File: src/rtl/fork_join_sched.sv
// fork_join_sched: timed-job fork/join scheduler with join-all/any/none release (optional FJ_KILL_EN adds fork_kill)
module fork_join_sched #(
  parameter int N_JOBS = 3,
  parameter int CNT_W  = 8
) (
  input  logic                    clk,
  input  logic                    rst,
`ifdef FJ_KILL_EN
  input  logic                    fork_kill,
`endif
  input  logic                    fork_valid,
  output logic                    fork_ready,
  input  logic [N_JOBS-1:0]       fork_mask,
  input  logic [1:0]              fork_mode,
  input  logic [N_JOBS*CNT_W-1:0] fork_dur,
  output logic [N_JOBS-1:0]       job_start,
  output logic [N_JOBS-1:0]       job_active,
  output logic [N_JOBS-1:0]       job_done,
  output logic                    join_release,
  output logic                    join_pending
);
  typedef enum logic [1:0] {IDLE, WAIT, DRAIN} state_t;
  state_t state_q, state_d;
  logic [N_JOBS-1:0][CNT_W-1:0] cnt_q, cnt_d;
  logic [N_JOBS-1:0] mask_q, mask_d, start_q, start_d, active_q, active_d, done_q, done_d;
  logic [1:0] mode_q, mode_d;
  logic launch_q, launch_d, rel_q, rel_d, pend_q, pend_d;
  logic kill, accept, rel_open, mode_all;
`ifdef FJ_KILL_EN
  assign kill = fork_kill;
`else
  assign kill = 1'b0;
`endif
  assign fork_ready   = state_q == IDLE;
  assign accept       = fork_valid && fork_ready && !kill;
  assign rel_open     = state_q == WAIT && !rel_q;
  assign mode_all     = mode_q != 2'b01 && mode_q != 2'b10;
  assign job_start    = start_q;
  assign job_active   = active_q;
  assign job_done     = done_q;
  assign join_release = rel_q;
  assign join_pending = pend_q;
  // Counter countdown, fork launch, release decision and FSM next state
  always_comb begin
    state_d  = state_q;
    cnt_d    = cnt_q;
    mask_d   = mask_q;
    mode_d   = mode_q;
    launch_d = 1'b0;
    done_d   = '0;
    active_d = '0;
    start_d  = launch_q ? mask_q : '0;
    for (int i = 0; i < N_JOBS; i++) begin
      if (cnt_q[i] != '0) begin
        cnt_d[i]    = cnt_q[i] - 1'b1;
        done_d[i]   = cnt_q[i] == CNT_W'(1);
        active_d[i] = cnt_q[i] != CNT_W'(1);
      end
    end
    if (accept) begin
      for (int i = 0; i < N_JOBS; i++)
        cnt_d[i] = !fork_mask[i] ? '0 : (fork_dur[i*CNT_W +: CNT_W] == '0) ? CNT_W'(1) : fork_dur[i*CNT_W +: CNT_W];
      mask_d   = fork_mask;
      mode_d   = fork_mode;
      launch_d = 1'b1;
      state_d  = WAIT;
    end
    rel_d = rel_open && ((launch_q && (mode_q == 2'b10 || mask_q == '0)) ||
                         (mode_q == 2'b01 && |done_d) ||
                         (mode_all && |done_d && cnt_d == '0));
    if (state_q == WAIT && rel_q) state_d = (cnt_q != '0) ? DRAIN : IDLE;
    if (state_q == DRAIN && cnt_q == '0) state_d = IDLE;
    if (kill) begin
      cnt_d    = '0;
      done_d   = '0;
      active_d = '0;
      start_d  = '0;
      launch_d = 1'b0;
      rel_d    = rel_open;
    end
    pend_d = (pend_q | launch_q) & ~rel_d & ~kill;
  end
  // State and pulse registers with synchronous reset that silently aborts all jobs
  always_ff @(posedge clk) begin
    if (rst) begin
      state_q  <= IDLE;
      cnt_q    <= '0;
      mask_q   <= '0;
      mode_q   <= '0;
      launch_q <= 1'b0;
      start_q  <= '0;
      active_q <= '0;
      done_q   <= '0;
      rel_q    <= 1'b0;
      pend_q   <= 1'b0;
    end else begin
      state_q  <= state_d;
      cnt_q    <= cnt_d;
      mask_q   <= mask_d;
      mode_q   <= mode_d;
      launch_q <= launch_d;
      start_q  <= start_d;
      active_q <= active_d;
      done_q   <= done_d;
      rel_q    <= rel_d;
      pend_q   <= pend_d;
    end
  end
endmodule
File: config.mk
export PLATFORM = sky130hd
export DESIGN_NAME = fork_join_sched
export DESIGN_NICKNAME = d
export VERILOG_FILES = /design/src/rtl/fork_join_sched.sv
export SDC_FILE = /design/constraint.sdc
export NUM_CORES = 1
export LEC_CHECK = 0
export ABC_AREA = 1
export CAP_MARGIN = 0
export CORE_ASPECT_RATIO = 0.75
export CORE_MARGIN = 5
export CORE_UTILIZATION = 40
export DETAILED_ROUTE_END_ITERATION = 7
export PLACE_DENSITY = 0.69
export SLEW_MARGIN = 20
export SYNTH_ARGS = -nofsm -noshare
export SYNTH_HDL_FRONTEND = slang
export SYNTH_SLANG_ARGS = --single-unit
File: constraint.sdc
create_clock -name clk -period 2.4 [get_ports clk]
set_input_delay 0.72 -clock clk [delete_from_list [all_inputs] [get_ports clk]]
set_output_delay 0.72 -clock clk [all_outputs]
set_load 0.005 [all_outputs]
# == Yosys cells after proc, flatten, opt, wreduce, memory -nomap -nowiden ==
# Index checks and enable logic that the tools add are counted.
# totals
ff_bits,43
inputBits,32
output_inout_bits,12
elab_cells,85
# op_classes
addsub,3
eq_ne,12
n_mux,17
n_bitwise,7
reduce_logical,32
# op_table
operator,n
8-bit 2-to-1 mux,9
24-bit logical NOT,2
8-bit by 1-bit == test with 1-bit output (second input constant),3
8-bit logical NOT,3
24-bit 2-to-1 mux,1
8-bit by 1-bit != test with 1-bit output (second input constant),3
24-bit nonzero test,1
8-bit nonzero test,3
8-bit by 1-bit subtractor with 8-bit output (second input constant),3
1-bit logical AND,10
2-bit OR reduction,5
2-bit 2-to-1 mux,3
1-bit NOT,5
2-bit by 1-bit == test with 1-bit output (second input constant),2
2-bit == test (second input constant),2
1-bit 2-to-1 mux,4
3-bit logical NOT,1
1-bit logical OR,3
3-bit OR reduction,1
2-bit logical NOT,1
2-bit by 1-bit != test with 1-bit output (second input constant),1
2-bit != test (second input constant),1
2-bit nonzero test,1
1-bit AND,1
other kinds (2),2

# == Logic depth before layout (Yosys ltp) ==
# Gate-level depths: netlist (run 1).
# depth
word_depth,10
depth_mapped,18
mapped_depth_nobuf,18

# == Worst setup path before layout (run 1) ==
# Ideal clock, no wire load.
# synth_path
path_type,input to register
start,input port fork_valid
end,register rel_q (netlist: join_release)
setup_ps,63
t_arrival_ps,1639
required_ps,2337
setup_slack_ps,698
stages,12
path_cell_list,nand2_4 buf_6 buf_6 nand3_2 nand2_1 nor2_1 nand2_1 nor2_2 nand3_1 nand2_1 nand2_1 nor2_2
# synth_between
elab_chain_cells,6
# synth_rtl
element,line_no,text
from (decl),11,"input logic fork_valid,"
1-bit logical AND,35,assign accept = fork_valid && fork_ready && !kill;
24-bit 2-to-1 mux,60,if (accept) begin
24-bit logical NOT,70,(mode_all && |done_d && cnt_d == '0));
1-bit logical AND,70,
1-bit logical OR,69,(mode_q == 2'b01 && |done_d) ||
1-bit logical AND,68,rel_d = rel_open && ((launch_q && (mode_q == 2'b10 || mask_q == '0)) ||
to (signal assigned),105,rel_q <= rel_d;
to (decl),27,"logic launch_q, launch_d, rel_q, rel_d, pend_q, pend_d;"
# Every way passes these cells.
# A chain may end at the register's enable or synchronous reset.

# == Worst setup path after layout (run 1) ==
# Same ends and word-level chain as after synthesis.

==> results of run 1 <==
synthesized netlist by cell type, types with 3 or more instances:
cell        n
inv_2       4
nand2_1   119
a211oi_1    3
nor2_1     59
nand3_2     4
ha_1       11
nor2_4      5
a21oi_1    27
o21ai_0     9
xor2_1      3
clkbuf_1    4
nor2_2      9
nand3_1    32
inv_1      51
dfxtp_1    43
power groups by stage:
| stage | clock (mW) | combinational (mW) | sequential (mW) |
|---|---|---|---|
| 2_1_floorplan | 0 | 1.67 | 1.05 |
| 3_3_place_gp | 0 | 2.22 | 1.08 |
| 3_5_place_dp | 0 | 2.26 | 1.08 |
| 4_1_cts | 0.472 | 2.27 | 1.07 |
| 5_1_grt | 0.510 | 2.61 | 1.09 |
| 6_report | 0.467 | 2.27 | 1.07 |
layout make-up:
type                            instances  area (sq um)  share of cell area
Clock inverter                          2          12.5             0.00383
Tap cell                               81           101              0.0310
Inverter                               55           206              0.0632
Multi-Input combinational cell        299          1480               0.453
Timing Repair Buffer                   55           533               0.163
Clock buffer                            6          72.6              0.0222
Sequential cell                        43           861               0.264
cells by family (layout without fill, tap and decap cells):
group	Yosys count	in the layout
flip-flops	43	43
XOR/XNOR	4	4
AO/OA/AOI/OAI	46	46
adder cells (fa/ha/maj)	11	11
buffers and inverters	61	118
AND/OR/NAND/NOR	238	238
flip-flops by register name, summed over array words and instances, names as in the netlist:
name / count
cnt_q: 24
job_active: 3
job_done: 3
job_start: 3
join_pending: 1
join_release: 1
launch_q: 1
mask_q: 3
mode_q: 2
state_q: 2
worst register-to-register path: stages (launching register included):
cell and delay [ns]:
dfxtp_1 0.34, inv_1 0.14, ha_1 0.17, nand2_1 0.10
nor2_2 0.24, nor2_1 0.11, nand2_1 0.09, nand2_1 0.06
nor2_1 0.11, nand2_1 0.09, nor2_2 0.10, nand3_1 0.07
nand2_1 0.08, nand2_1 0.06, nor2_2 0.08
stage by stage:
step	setup WS [ns]	hold slack [ns]	cell area, sq um	setup TNS (ns)
after floorplan	0.698	0.421	2580	0
after global placement	-0.0891	0.442	3180	-0.139
final	0.228	0.455	3270	0
after global routing	0.0519	0.485	3270	0
after CTS	0.255	0.454	3270	0
after detailed placement	-0.0562	0.442	3180	-0.0747
per-layer routing:
metal | GRT usage | up-vias | wire length [um]
li1 | - | 1368 | -
met2 | 0.246 | 75 | 2720
met4 | 0.0285 | 0 | 63
met5 | 0 | - | 0
met3 | 0.0410 | 9 | 414
met1 | 0.250 | 1113 | 3300
placed cells by master (no fill, tap or decap), types with 2 or more instances in the layout:
cell             netlist  final
a211oi_1               3      3
a21oi_1               27     27
a21oi_2                2      2
buf_4                  0     11
clkbuf_8               0      5
clkdlybuf4s50_1        0     43
dfxtp_1               43     43
ha_1                  11     11
inv_1                 51     51
inv_2                  4      4
nand2_1              119    119
nand2_2                2      2
nand2_4                2      2
nand3_1               32     32
nand3_2                4      4
nand4_1                2      2
nor2_1                59     59
nor2_2                 9      9
nor2_4                 5      5
nor3_1                 2      2
o21ai_0                9      9
xor2_1                 3      3
how the worst min path moves through the flow:
stage,endpoint,depth (start not counted)
floorplan,job_start[1]$_SDFF_PP0_,2
global placement,job_start[2]$_SDFF_PP0_,2
detailed placement,job_start[1]$_SDFF_PP0_,2
CTS,job_start[1]$_SDFF_PP0_,2
global route,job_start[0]$_SDFF_PP0_,2
finish,job_start[1]$_SDFF_PP0_,2
==> results_dict.tcl, run 1 <==
set metrics [dict create \
    status "completed" \
    worst-endpoint-required_ns 2.60 \
    cp-start-kind "input port" \
    globalplace.congestion 0.874 \
    cp-end-kind "flip-flop" \
    grt_pass1_vias 2416 \
    syn_avg_cell_area_sq_um 6.41 \
    final_cells 541 \
    r2r_end "join_release$_SDFF_PP0_" \
    synth_warnings 0 \
    tritoncts "built" \
    dp_hpwl_mm 5.25 \
    hold_buffers 0 \
    worst-setup-path-type "input port to flip-flop" \
    num-fill-cells 630 \
    grt_start_max_net_pins 34 \
    die_h_um 79.6 \
    critPathTopFamily "simple AND/OR/NAND/NOR gates" \
    clock_latency_ns 0.31 \
    fin_skew_ns 0.00841 \
    wl_per_cell_um 12.0 \
    synth_cell_types 29 \
    synth-xor-area-share 0.0136 \
    rows 25 \
    cts.path.max_buffers 2 \
    synth_top_family_by_area "simple AND/OR/NAND/NOR gates" \
    vias_per_cell 4.74 \
    chipWidth_um 103 \
    pwr_density_cell_nw_per_um2 1170 \
    min_path_type "flip-flop to flip-flop" \
    netlist_top_cells_area "dfxtp_1 33%, nand2_1 17%, nor2_1 8.6%, inv_1 7.4%, nand3_1 6.2%" \
    combPwrFrac 0.597 \
    crit_path_top_delay_cell "clkdlybuf4s50_1" \
    cts-buffers-inserted 5 \
    drt_iter0_drc 127 \
    hold_violations 0 \
    drc 0 \
    worst-path-max-fanout 8 \
    max_freq_ghz 0.460 \
    worst_slew_pin_slew_ns 0.332 \
    synth-async-reset-ratio 0 \
    numPortBuffers 43 \
    cts_resized 0 \
    critPathBufInv 1 \
    max_stage_delay_ns 0.50 \
    crit_path_start "fork_valid" \
    ant_nets 0 \
    hp-start "mask_q[1]$_SDFFE_PP0P_" \
    r2r_cells 14 \
    synth_adder_area_share 0.0533 \
    seq_power_share 0.280 \
    antenna_found_initial 0 \
    muxShareOfSynthArea 0 \
    wl_mm 6.50 \
    vias 2565 \
    reg2reg_slack_ns 0.51 \
    dieArea_sq_um 8180 \
    clock_sinks 43 \
    clkPwrFrac 0.123 \
    cts.clk_slew.worst_paths_ns 0.08 \
    first_pass_iters 5 \
    syn_nets 446 \
    cts_setup_buffers 0 \
    drive_gt1_frac 0.107 \
    post-route-util 0.519 \
    ir_drop_mv 0.671 \
    nets 502 \
    rsz0062_at_grt "no" \
    netlist.area_leader.share 0.333 \
    synth-compound-area-share 0.0988 \
    switchingPower_mw 1.82 \
    r2r_start "cnt_q[8]$_SDFF_PP0_" \
    syn_inst 403 \
    num_antenna_cells 0 \
    area_growth_pct 26.4 \
    power.leakage_nw 1.55 \
    grtUsageTotal 0.168 \
    grt_pass1_wl_mm 11.0 \
    cp.depth 12 \
    synth_seq_area_share 0.333 \
    synth_seq_cells 43 \
    final_max_slew_viol_count 0 \
    layout_min_cycle_time_ns 2.17 \
    netlist_area_sq_um 2580 \
    totalPowerFinal_mw 3.81 \
    period_share 0.905 \
    crit_arrival_ns 2.37 \
    synthFlopType "dfxtp_1" \
    cts-root-buf "clkbuf_8" \
    slew_headroom 0.776 \
    cp_common_cell "nand2_1" \
    yosys.area_share.simple 0.407 \
    drv_cap 0 \
    htreeDepth 2 \
    setup_viol 0 \
    pin_count 44 \
    switching_share 0.479 \
    start_util 0.411 \
    p_int_mw 1.98 \
    grt-ovfl-total 0 \
    synth_area_leader_cell "dfxtp_1" \
    cp_cell_sequence "clkdlybuf4s50_1, nand2_4, nor2_2, o21ai_0, nand2_1, nor2_1, nand2_1, nor2_2, nand3_1, nand2_1, nand2_1, nor2_2" \
    dpl.cell_count 533 \
    timing.critical_path.to "join_release$_SDFF_PP0_" \
    synth-edff-count 0 \
    core-area_sq_um 6290 \
]
(Power assumes the default switching activity.)
==> run 2: changes to the inputs <==
--- a/config.mk
+++ b/config.mk
@@ -5,13 +5,12 @@
 export SDC_FILE = /design/constraint.sdc
 export NUM_CORES = 1
 export LEC_CHECK = 0
-export ABC_AREA = 1
 export CAP_MARGIN = 0
 export CORE_ASPECT_RATIO = 0.75
-export CORE_MARGIN = 5
+export CORE_MARGIN = 10
 export CORE_UTILIZATION = 40
 export DETAILED_ROUTE_END_ITERATION = 7
-export PLACE_DENSITY = 0.69
+export PLACE_DENSITY = 0.7
 export SLEW_MARGIN = 20
 export SYNTH_ARGS = -nofsm -noshare
 export SYNTH_HDL_FRONTEND = slang
==> results_dict.tcl, run 2 <==
set metrics [dict create \
    status "completed" \
    dp_hpwl_mm 5.71 \
    hold_depth 2 \
    drive_gt1_frac 0.228 \
    final_common_cell "buf_4" \
    final_cell_mix "59 x buf_4, 50 x nor2_1, 42 x dfxtp_1, 39 x clkdlybuf4s50_1, 22 x nand2_1" \
    synth.most_common_cell "nor2_1" \
    synth_area_leader_cell "dfxtp_1" \
    crit_path_top_delay_cell "or4_4" \
    cts.clk_slew.worst_paths_ns 0.08 \
    cts-root-buf "clkbuf_8" \
    synth_common_cells "50 x nor2_1, 43 x dfxtp_1, 22 x a21oi_1, 22 x nand2_1, 15 x xnor2_1" \
    layout_min_cycle_time_ns 2.34 \
    switching_share 0.416 \
    switchingPower_mw 1.98 \
    slew_headroom 0.594 \
    numPortBuffers 43 \
    cp-end-kind "flip-flop" \
    synthFlopType "dfxtp_1" \
    globalplace.congestion 0.934 \
    critPathTopFamily "simple AND/OR/NAND/NOR gates" \
    start_util 0.415 \
    critPathBufInv 0 \
    clkPwrFrac 0.107 \
    tritoncts "built" \
    ir_drop_mv 0.621 \
    synth_seq_area_share 0.356 \
    worst-setup-path-type "flip-flop to flip-flop" \
    drc 0 \
    clock_sinks 43 \
    grt_pass1_vias 2562 \
    p_int_mw 2.78 \
    wl_mm 7.49 \
    cp.depth 7 \
    ant_nets 0 \
    seq_power_share 0.241 \
    synth-async-reset-ratio 0 \
    synth_warnings 0 \
    cp-start-kind "flip-flop" \
    min_path_type "flip-flop to flip-flop" \
    vias 2568 \
    worst-endpoint-required_ns 2.59 \
    nets 441 \
    grt_start_max_net_pins 15 \
    netlist_area_sq_um 2420 \
    final.setup.tns_ns 0 \
    antenna_found_initial 0 \
    hold_violations 0 \
    synth_cell_types 49 \
    fin_skew_ns 0.00251 \
    rows 24 \
    cts.path.max_buffers 2 \
    synth-edff-count 0 \
    vias_per_cell 5.38 \
    combPwrFrac 0.652 \
    grt-ovfl-total 0 \
    max_freq_ghz 0.428 \
    largest_reg_flops 24 \
    cp_cell_sequence "or4_4, o311a_1, a31oi_2, o311ai_1, or4_1, nor3_2, a21oi_1" \
    num-fill-cells 513 \
    grt_pass1_wl_mm 12.2 \
    core-area_sq_um 5830 \
    num_antenna_cells 0 \
    syn_nets 348 \
    design_area_sq_um 3510 \
    worst-path-max-fanout 4 \
    syn_inst 305 \
    dpl-instance-area_sq_um 3240 \
    chipWidth_um 110 \
    netlist.area_leader.share 0.356 \
    cts-buffers-inserted 5 \
    synth_seq_cells 43 \
    htreeDepth 2 \
    wl_per_cell_um 15.7 \
    setup_viol 0 \
    power.leakage_nw 1.44 \
    area_growth_pct 45.3 \
    pwr_density_cell_nw_per_um2 1360 \
    drt_iter0_drc 262 \
    grtUsageTotal 0.158 \
    clock_latency_ns 0.30 \
    syn_avg_cell_area_sq_um 7.93 \
    first_pass_iters 4 \
    final_max_slew_viol_count 0 \
    worst_slew_pin_slew_ns 0.607 \
    die_h_um 87.3 \
    max_stage_delay_ns 0.58 \
    r2r_cells 7 \
    dieArea_sq_um 9590 \
    rsz0062_at_grt "yes" \
    drv_cap 0 \
    period_share 0.975 \
    top_register "cnt_q" \
    pin_count 44 \
    crit_arrival_ns 2.53 \
    netlist_top_cells_area "dfxtp_1 36%, nor2_1 7.8%, ha_1 5.7%, xnor2_1 5.4%, a21oi_1 4.6%" \
]
-- run 2: routing by layer --
layer  routed length, um  global-route usage  part of all wire
met1                3540               0.203              0.47
met2                3220               0.247              0.43
met3                 622              0.0518             0.083
met4                 104              0.0401             0.014
met5                   0                   0                 0
-- run 2: worst register-to-register path: stages (launching register included) --
cell      delay (ns)
dfxtp_2         0.32
or4_4           0.58
o311a_1         0.33
a31oi_2         0.19
o311ai_1        0.13
or4_1           0.42
nor3_2          0.17
a21oi_1         0.09
-- run 2: layout make-up --
| type | instances | area, sq um | share of cell area |
|---|---|---|---|
| well taps | 78 | 97.6 | 0.0278 |
| clock buffers | 8 | 100 | 0.0285 |
| multi-input cells | 236 | 1540 | 0.439 |
| inverters | 10 | 37.5 | 0.0107 |
| flip-flops and latches | 43 | 862 | 0.245 |
| repair buffers | 102 | 872 | 0.248 |
-- run 2: power by group through the flow --
stage	sequential, mW	clock (mW)	combinational (mW)
after global routing	1.18	0.555	3.43
after floorplan	1.12	0	1.76
after global placement	1.15	0	2.72
after CTS	1.14	0.523	2.91
final	1.15	0.511	3.11
after detailed placement	1.15	0	2.74
-- run 2: metrics by stage --
stage          power (mW)   util  std cells  hold WS, ns  worst slack [ns]
2_1_floorplan        2.88      -        305        0.444           -0.0241
3_3_place_gp         3.86  0.556        458        0.465            -0.474
3_5_place_dp         3.88  0.556        458        0.469            -0.559
4_1_cts              4.57  0.588        475        0.480           0.00497
5_1_grt              5.17  0.603        477        0.509           -0.0219
6_report             4.77  0.603        477        0.475            0.0608
-- run 2: logic make-up after synthesis --
group / after synthesis / share of synthesized area
AOI/OAI and AO/OA: 64 / 0.169
xor gates and xnor gates: 18 / 0.0652
adders and majority gates: 11 / 0.0569
buffers and inverters: 26 / 0.0450
DFF: 43 / 0.356
and+or+nand+nor: 143 / 0.307
-- run 2: path summary, 6_finish.rpt --
check                         start  slack, ns                 endpoint
max             cnt_q[2]$_SDFF_PP0_       0.06  join_pending$_SDFF_PP0_
min          mask_q[1]$_SDFFE_PP0P_       0.47   mask_q[1]$_SDFFE_PP0P_
max reg2reg     cnt_q[2]$_SDFF_PP0_       0.06  join_pending$_SDFF_PP0_
min reg2reg  mask_q[1]$_SDFFE_PP0P_       0.47   mask_q[1]$_SDFFE_PP0P_
-- run 2: repair_timing --
item                                    CTS  global route
endpoints found under the setup margin    2             4
hold buffers                              0             0
gates cloned                              0             0
buffers inserted                          9             4
resized for setup                        10            17
pin swaps                                10            11
